## src/rtl/regfile_pkg.sv

```systemverilog
// Shared defaults and constants for the regfile_sb register file and its busy scoreboard.
package regfile_pkg;
    localparam int WIDTH_DEF    = 32;
    localparam int DEPTH_DEF    = 32;
    localparam int NUM_READ_DEF = 2;
    localparam int ZERO_ADDR    = 0;
endpackage

```

## src/rtl/regfile_sb_if.sv

```systemverilog
// Bus bundle between issue/datapath logic (master) and the register file (slave).
interface regfile_sb_if
    import regfile_pkg::*;
#(
    parameter int WIDTH    = WIDTH_DEF,
    parameter int NUM_READ = NUM_READ_DEF,
    parameter int ADDR_W   = $clog2(DEPTH_DEF)
);
    logic [NUM_READ*ADDR_W-1:0] ReadRegister;
    logic [NUM_READ*WIDTH-1:0]  ReadData;
    logic [NUM_READ-1:0]        ReadBusy;
    logic [ADDR_W-1:0]          WriteRegister;
    logic [WIDTH-1:0]           WriteData;
    logic                       RegWrite;
    logic                       Reserve;
    logic [ADDR_W-1:0]          ReserveRegister;
    logic                       ReserveReady;
    logic [ADDR_W:0]            BusyCount;

    modport master (
        output ReadRegister, WriteRegister, WriteData, RegWrite, Reserve, ReserveRegister,
        input  ReadData, ReadBusy, ReserveReady, BusyCount
    );

    modport slave (
        input  ReadRegister, WriteRegister, WriteData, RegWrite, Reserve, ReserveRegister,
        output ReadData, ReadBusy, ReserveReady, BusyCount
    );
endinterface

```

## src/rtl/regfile_busy_sb.sv

```systemverilog
// Per-register busy scoreboard: busy bit vector, reservation acceptance and busy count.
module regfile_busy_sb
    import regfile_pkg::*;
#(
    parameter int DEPTH    = DEPTH_DEF,
    parameter int ZERO_REG = 1,
    parameter int ADDR_W   = $clog2(DEPTH)
) (
    input  logic              Clk,
    input  logic              ResetN,
    input  logic              RegWrite,
    input  logic [ADDR_W-1:0] WriteRegister,
    input  logic              Reserve,
    input  logic [ADDR_W-1:0] ReserveRegister,
    output logic              ReserveReady,
    output logic [DEPTH-1:0]  busy,
    output logic [ADDR_W:0]   BusyCount
);
    logic             wrZero, resZero, writeEn, sameReg, reserveAcc, countInc, countDec;
    logic [DEPTH-1:0] busyNext;

    assign wrZero  = (ZERO_REG != 0) && (WriteRegister == ADDR_W'(ZERO_ADDR));
    assign resZero = (ZERO_REG != 0) && (ReserveRegister == ADDR_W'(ZERO_ADDR));
    assign writeEn = RegWrite && !wrZero;
    assign sameReg = (WriteRegister == ReserveRegister);

    // A busy register can be re-reserved in the cycle its producer writes back.
    assign ReserveReady = resZero || !busy[ReserveRegister] || (RegWrite && sameReg);
    assign reserveAcc   = Reserve && ReserveReady && !resZero;

    assign countInc = reserveAcc && !busy[ReserveRegister];
    assign countDec = writeEn && busy[WriteRegister] && !(reserveAcc && sameReg);

    // NOTE: every always_comb output gets a default first so no path leaves it unassigned (no latch).
    always_comb begin
        busyNext = busy;
        if (writeEn)    busyNext[WriteRegister]   = 1'b0;
        if (reserveAcc) busyNext[ReserveRegister] = 1'b1;
    end

    // NOTE: state registers use non-blocking assignments so all flops update from pre-edge values.
    always_ff @(posedge Clk or negedge ResetN) begin
        if (!ResetN) begin
            busy      <= '0;
            BusyCount <= '0;
        end else begin
            busy <= busyNext;
            case ({countInc, countDec})
                2'b10:   BusyCount <= BusyCount + (ADDR_W+1)'(1);
                2'b01:   BusyCount <= BusyCount - (ADDR_W+1)'(1);
                default: BusyCount <= BusyCount;
            endcase
        end
    end
endmodule

```

## src/rtl/regfile_sb.sv

```systemverilog
// Register file with busy scoreboard: async read ports, one sync write port, optional zero register.
// Define REGFILE_BYPASS_EN to forward same-cycle write data and busy clear to matching read ports.
module regfile_sb
    import regfile_pkg::*;
#(
    parameter int WIDTH    = WIDTH_DEF,
    parameter int DEPTH    = DEPTH_DEF,
    parameter int NUM_READ = NUM_READ_DEF,
    parameter int ZERO_REG = 1,
    parameter int ADDR_W   = $clog2(DEPTH)
) (
    input  logic        Clk,
    input  logic        ResetN,
    regfile_sb_if.slave bus
);
    logic [WIDTH-1:0]  mem [DEPTH];
    logic [DEPTH-1:0]  busy;
    logic [ADDR_W-1:0] rdAddr [NUM_READ];
    logic              writeEn;

    assign writeEn = bus.RegWrite &&
                     !((ZERO_REG != 0) && (bus.WriteRegister == ADDR_W'(ZERO_ADDR)));

    // NOTE: the storage array is reset because all registers must read 0 while reset is held.
    always_ff @(posedge Clk or negedge ResetN) begin
        if (!ResetN) begin
            for (int r = 0; r < DEPTH; r++) mem[r] <= '0;
        end else if (writeEn) begin
            mem[bus.WriteRegister] <= bus.WriteData;
        end
    end

    regfile_busy_sb #(
        .DEPTH   (DEPTH),
        .ZERO_REG(ZERO_REG),
        .ADDR_W  (ADDR_W)
    ) u_busy (
        .Clk            (Clk),
        .ResetN         (ResetN),
        .RegWrite       (bus.RegWrite),
        .WriteRegister  (bus.WriteRegister),
        .Reserve        (bus.Reserve),
        .ReserveRegister(bus.ReserveRegister),
        .ReserveReady   (bus.ReserveReady),
        .busy           (busy),
        .BusyCount      (bus.BusyCount)
    );

    always_comb begin
        for (int i = 0; i < NUM_READ; i++) rdAddr[i] = bus.ReadRegister[i*ADDR_W +: ADDR_W];
    end

    always_comb begin
        bus.ReadData = '0;
        bus.ReadBusy = '0;
        for (int i = 0; i < NUM_READ; i++) begin
            if (!((ZERO_REG != 0) && (rdAddr[i] == ADDR_W'(ZERO_ADDR)))) begin
                bus.ReadData[i*WIDTH +: WIDTH] = mem[rdAddr[i]];
                bus.ReadBusy[i]                = busy[rdAddr[i]];
            end
`ifdef REGFILE_BYPASS_EN
            if (writeEn && (bus.WriteRegister == rdAddr[i])) begin
                bus.ReadData[i*WIDTH +: WIDTH] = bus.WriteData;
                bus.ReadBusy[i]                = 1'b0;
            end
`endif
        end
    end
endmodule

```

## src/flat_wrapper.sv

```systemverilog
// flat-port wrapper written by rule: the top's interface ports become plain ports
module regfile_sb_flat import regfile_pkg::*;
#(
    parameter int WIDTH    = WIDTH_DEF,
    parameter int DEPTH    = DEPTH_DEF,
    parameter int NUM_READ = NUM_READ_DEF,
    parameter int ZERO_REG = 1,
    parameter int ADDR_W   = $clog2(DEPTH)
)
  (Clk, ResetN, bus_ReadRegister, bus_WriteRegister, bus_WriteData, bus_RegWrite, bus_Reserve, bus_ReserveRegister, bus_ReadData, bus_ReadBusy, bus_ReserveReady, bus_BusyCount);
  regfile_sb_if #(.WIDTH(WIDTH), .NUM_READ(NUM_READ), .ADDR_W(ADDR_W)) bus_i ();
  input  logic Clk;
  input  logic ResetN;
  input wire logic [$bits(bus_i.ReadRegister)-1:0] bus_ReadRegister;
  input wire logic [$bits(bus_i.WriteRegister)-1:0] bus_WriteRegister;
  input wire logic [$bits(bus_i.WriteData)-1:0] bus_WriteData;
  input wire logic [$bits(bus_i.RegWrite)-1:0] bus_RegWrite;
  input wire logic [$bits(bus_i.Reserve)-1:0] bus_Reserve;
  input wire logic [$bits(bus_i.ReserveRegister)-1:0] bus_ReserveRegister;
  output wire logic [$bits(bus_i.ReadData)-1:0] bus_ReadData;
  output wire logic [$bits(bus_i.ReadBusy)-1:0] bus_ReadBusy;
  output wire logic [$bits(bus_i.ReserveReady)-1:0] bus_ReserveReady;
  output wire logic [$bits(bus_i.BusyCount)-1:0] bus_BusyCount;
  assign bus_i.ReadRegister = bus_ReadRegister;
  assign bus_i.WriteRegister = bus_WriteRegister;
  assign bus_i.WriteData = bus_WriteData;
  assign bus_i.RegWrite = bus_RegWrite;
  assign bus_i.Reserve = bus_Reserve;
  assign bus_i.ReserveRegister = bus_ReserveRegister;
  assign bus_ReadData = bus_i.ReadData;
  assign bus_ReadBusy = bus_i.ReadBusy;
  assign bus_ReserveReady = bus_i.ReserveReady;
  assign bus_BusyCount = bus_i.BusyCount;
  regfile_sb #(.WIDTH(WIDTH), .DEPTH(DEPTH), .NUM_READ(NUM_READ), .ZERO_REG(ZERO_REG), .ADDR_W(ADDR_W)) u_core (.Clk(Clk), .ResetN(ResetN), .bus(bus_i));
endmodule
```

## config.mk

```make
export PLATFORM = sky130hd
export DESIGN_NAME = regfile_sb_flat
export DESIGN_NICKNAME = d
export VERILOG_FILES = /design/src/rtl/regfile_pkg.sv /design/src/rtl/regfile_sb_if.sv /design/src/rtl/regfile_busy_sb.sv /design/src/rtl/regfile_sb.sv /design/src/flat_wrapper.sv
export SDC_FILE = /design/constraint.sdc
export NUM_CORES = 2
export LEC_CHECK = 0
export BUFFER_PORTS_ARGS = -buffer_cell sky130_fd_sc_hd__buf_2
export CAP_MARGIN = 30
export CORE_UTILIZATION = 35
export DETAILED_ROUTE_END_ITERATION = 16
export SYNTH_ARGS = -nofsm -noshare
export SYNTH_HDL_FRONTEND = slang
export SYNTH_HIERARCHICAL = 1
export SYNTH_SLANG_ARGS = --single-unit
export TNS_END_PERCENT = 50
```

## constraint.sdc

```tcl
create_clock -name Clk -period 5.7 [get_ports Clk]
set_clock_uncertainty 0.1 [all_clocks]
set_input_delay 0.285 -clock Clk [delete_from_list [all_inputs] [get_ports Clk]]
set_output_delay 0.285 -clock Clk [all_outputs]
set_load 0.1 [all_outputs]
```

==> impl_metrics.env <==
export IMPL_status="complete, but fails checks"
export IMPL_violations="design-rule violations"
export IMPL_initial_utilization=0.352
export IMPL_area_growth_pct=10.3
export IMPL_worstMarginPinSlew_ns=1.09
export IMPL_vias=37001
export IMPL_hold_buffers=6
export IMPL_first_pass_iters=11
export IMPL_timing_hold_violations_final=0
export IMPL_min_period_ns=4.11
export IMPL_synth_seq_area_share=0.458
export IMPL_powerDensity_mw_per_mm2=361
export IMPL_p_clk_frac=0.329
export IMPL_post_cts_buffers=0
export IMPL_wirelength_um=185000
export IMPL_drc=4
export IMPL_fill_cells=15292
export IMPL_drt_wirelength_per_cell_um=30.5
export IMPL_core_area_sq_mm=0.165
export IMPL_die_area_sq_mm=0.167
export IMPL_cts_repair_resize_count=0
export IMPL_cts_made_buffers=111
export IMPL_h_tree_depth=3
export IMPL_multi_input_area_sq_mm=0.0290
export IMPL_grt_max_degree=157
export IMPL_clk_path_buf_depth=3
export IMPL_final_cell_mix="1,062 x dfrtp_1, 1,012 x mux2_2, 454 x mux4_2"
export IMPL_slowest_stage="and2_2"
export IMPL_cts_tree="yes"
export IMPL_crit_fanout=51
export IMPL_final_cell_area_sq_mm=0.0640
export IMPL_grt_pass1_vias=37885
export IMPL_ir_drop_mv=0.268
export IMPL_synth_cells=3902
export IMPL_syn_avg_cell_area_sq_um=14.9
export IMPL_max_stage_delay_ns=0.89
export IMPL_min_delay_start="bus_WriteData[5]"
export IMPL_drv_cap=0
export IMPL_core_rowCount=149
export IMPL_r2r_start="u_core/u_busy/busy[27]"
export IMPL_nNetsFinal=3856
export IMPL_path_clk_slew_ns=0.06
export IMPL_internal_power_mw=16.1
export IMPL_final_common_cell="dfrtp_1"
export IMPL_p_sw_frac=0.301
export IMPL_p_leak_nw=27.0
export IMPL_slew_violations=0
export IMPL_ys_warn_count=6
export IMPL_ff_latch_area_sq_mm=0.0266
export IMPL_grt_overflow=0
export IMPL_routed_via_density=6.09
export IMPL_finalSetupViolations=0
export IMPL_synth_flop_cell="dfrtp_1"
export IMPL_fin_hold_ws_ns=0.0755
export IMPL_grtUsageTotal=0.221
export IMPL_yosysUniqueCellTypes=61
export IMPL_rsz0062_at_grt="false"
export IMPL_grt_pass1_wl_um=275000
export IMPL_worstPathRequired_ns=5.32
export IMPL_layout_setup_ws_ns=1.59
export IMPL_worstSetupPathType="in2out"
export IMPL_relSlewSlack=0.274
export IMPL_ys_ff_latch=1062
export IMPL_synth_async_reset_ratio=1.00
export IMPL_synth_edff_count=0
export IMPL_ant_nets=0
export IMPL_r2r_slack_ns=2.26
export IMPL_fp_dieH_um=409
export IMPL_cp_arrival_ns=3.72
export IMPL_seqPwrFrac=0.439
export IMPL_preCtsSetupSlack_ns=1.58
export IMPL_netlist_area_sq_mm=0.0580
export IMPL_drt_iter0_drc=2840
export IMPL_die_w_um=409
export IMPL_start_kind="input port"
export IMPL_top_level_ports=129
export IMPL_cts_sinks=1062
export IMPL_syn_num_nets=3964
export IMPL_dpl_hpwl_um=111000
export IMPL_numPortBuffers=128
export IMPL_drive_above_1_share=0.500
export IMPL_place_congestion=0.832
export IMPL_finalSetupTns_ns=0
export IMPL_clkLatencyLatePin_ns=0.73
export IMPL_fmax_ghz=0.244
export IMPL_p_comb_frac=0.233
export IMPL_end_kind="output pin"
export IMPL_crit_chain="buf_6, and2_2, buf_4, a22oi_1, a311oi_1, buf_2"
export IMPL_cts_root_buf="clkbuf_16"
export IMPL_crit_path_start="bus_ReadRegister[0]"
export IMPL_antenna_found_initial=23
export IMPL_hold_path_class="in2reg"
export IMPL_dpl_instance_area_sq_mm=0.0601
export IMPL_period_share=0.720
export IMPL_p_switching_mw=6.94
==> final timing paths <==
kind                                              endpoint  cells after the start
max in group asynchronous                  u_core/mem[790]                      3
worst max-delay path                      bus_ReadData[14]                      6
min in group asynchronous                  u_core/mem[653]                      2
worst min register to register            u_core/mem[1005]                      0
worst min-delay path                        u_core/mem[69]                      2
worst max register to register  u_core/u_busy/BusyCount[5]                     10
==> power groups by stage <==
stage / clock network (mW) / registers (mW) / logic (mW)
global placement: 0 / 10.1 / 5.30
CTS: 7.73 / 10.1 / 5.39
finish: 7.59 / 10.1 / 5.37
floorplan: 0 / 9.97 / 4.18
detailed placement: 0 / 10.2 / 5.37
global route: 8.02 / 10.3 / 5.70
==> layer usage <==
| metal | track usage | up-vias | wire (um) |
|---|---|---|---|
| met4 | 0.0757 | 20 | 5890 |
| li1 | - | 14980 | - |
| met3 | 0.0359 | 326 | 11700 |
| met2 | 0.355 | 1394 | 88700 |
| met5 | 0 | - | 127 |
| met1 | 0.302 | 20281 | 78800 |
==> final cells by class <==
type / instances / area share
Sequential cell: 1062 / 0.415
Timing Repair Buffer: 233 / 0.0282
Inverter: 9 / 0.000606
Multi-Input combinational cell: 2377 / 0.454
Antenna cell: 4 / 0.000156
Clock inverter: 33 / 0.00675
Clock buffer: 172 / 0.0525
Tap cell: 2189 / 0.0428
==> registers in the layout, summed over array words and instances, names as in the netlist <==
signal	count
u_core/mem	1024
u_core/u_busy/busy	32
u_core/u_busy/BusyCount	6
==> logic make-up after synthesis <==
kind of cell,Yosys count,share of synthesized area
muxes,1680,0.415
adders and majority gates,6,0.00142
buffers and inverters,463,0.0453
xor gates and xnor gates,9,0.00136
DFF,1062,0.458
AOI/OAI and AO/OA,467,0.0574
and+or+nand+nor,215,0.0220
==> cells in the mapped netlist, types with 14 or more instances <==
master	count	area share
dfrtp_1	1062	0.46
mux2_2	1012	0.20
mux4_2	454	0.18
clkbuf_1	173	0.011
buf_2	154	0.013
mux2i_1	153	0.026
o21ai_0	93	0.0080
nor2b_1	71	0.0077
a311oi_1	67	0.010
a211oi_1	66	0.0085
a22oi_1	66	0.0085
buf_4	65	0.0084
o21ai_1	58	0.0050
nand2_1	57	0.0037
buf_6	49	0.0095
mux2_1	47	0.0091
a221oi_1	46	0.0069
o31ai_1	30	0.0039
o2111ai_1	16	0.0024
nand3b_1	15	0.0019
mux4_1	14	0.0063
==> critical path: cells and delay by family <==
family | cells | cell delay (ns)
buffers and inverters | 3 | 1.61
AND/OR/NAND/NOR | 1 | 0.89
AO/OA/AOI/OAI | 2 | 0.87
==> metrics by stage <==
stage          power (mW)  std cells  utilization
6_report             23.1       6079        0.388
5_1_grt              24.0       6076        0.388
4_1_cts              23.2       6074        0.388
3_5_place_dp         15.6       5863        0.365
3_3_place_gp         15.4       5858        0.364
2_1_floorplan        14.1       3902            -
Note: power is estimated with default switching activity, not from simulation.
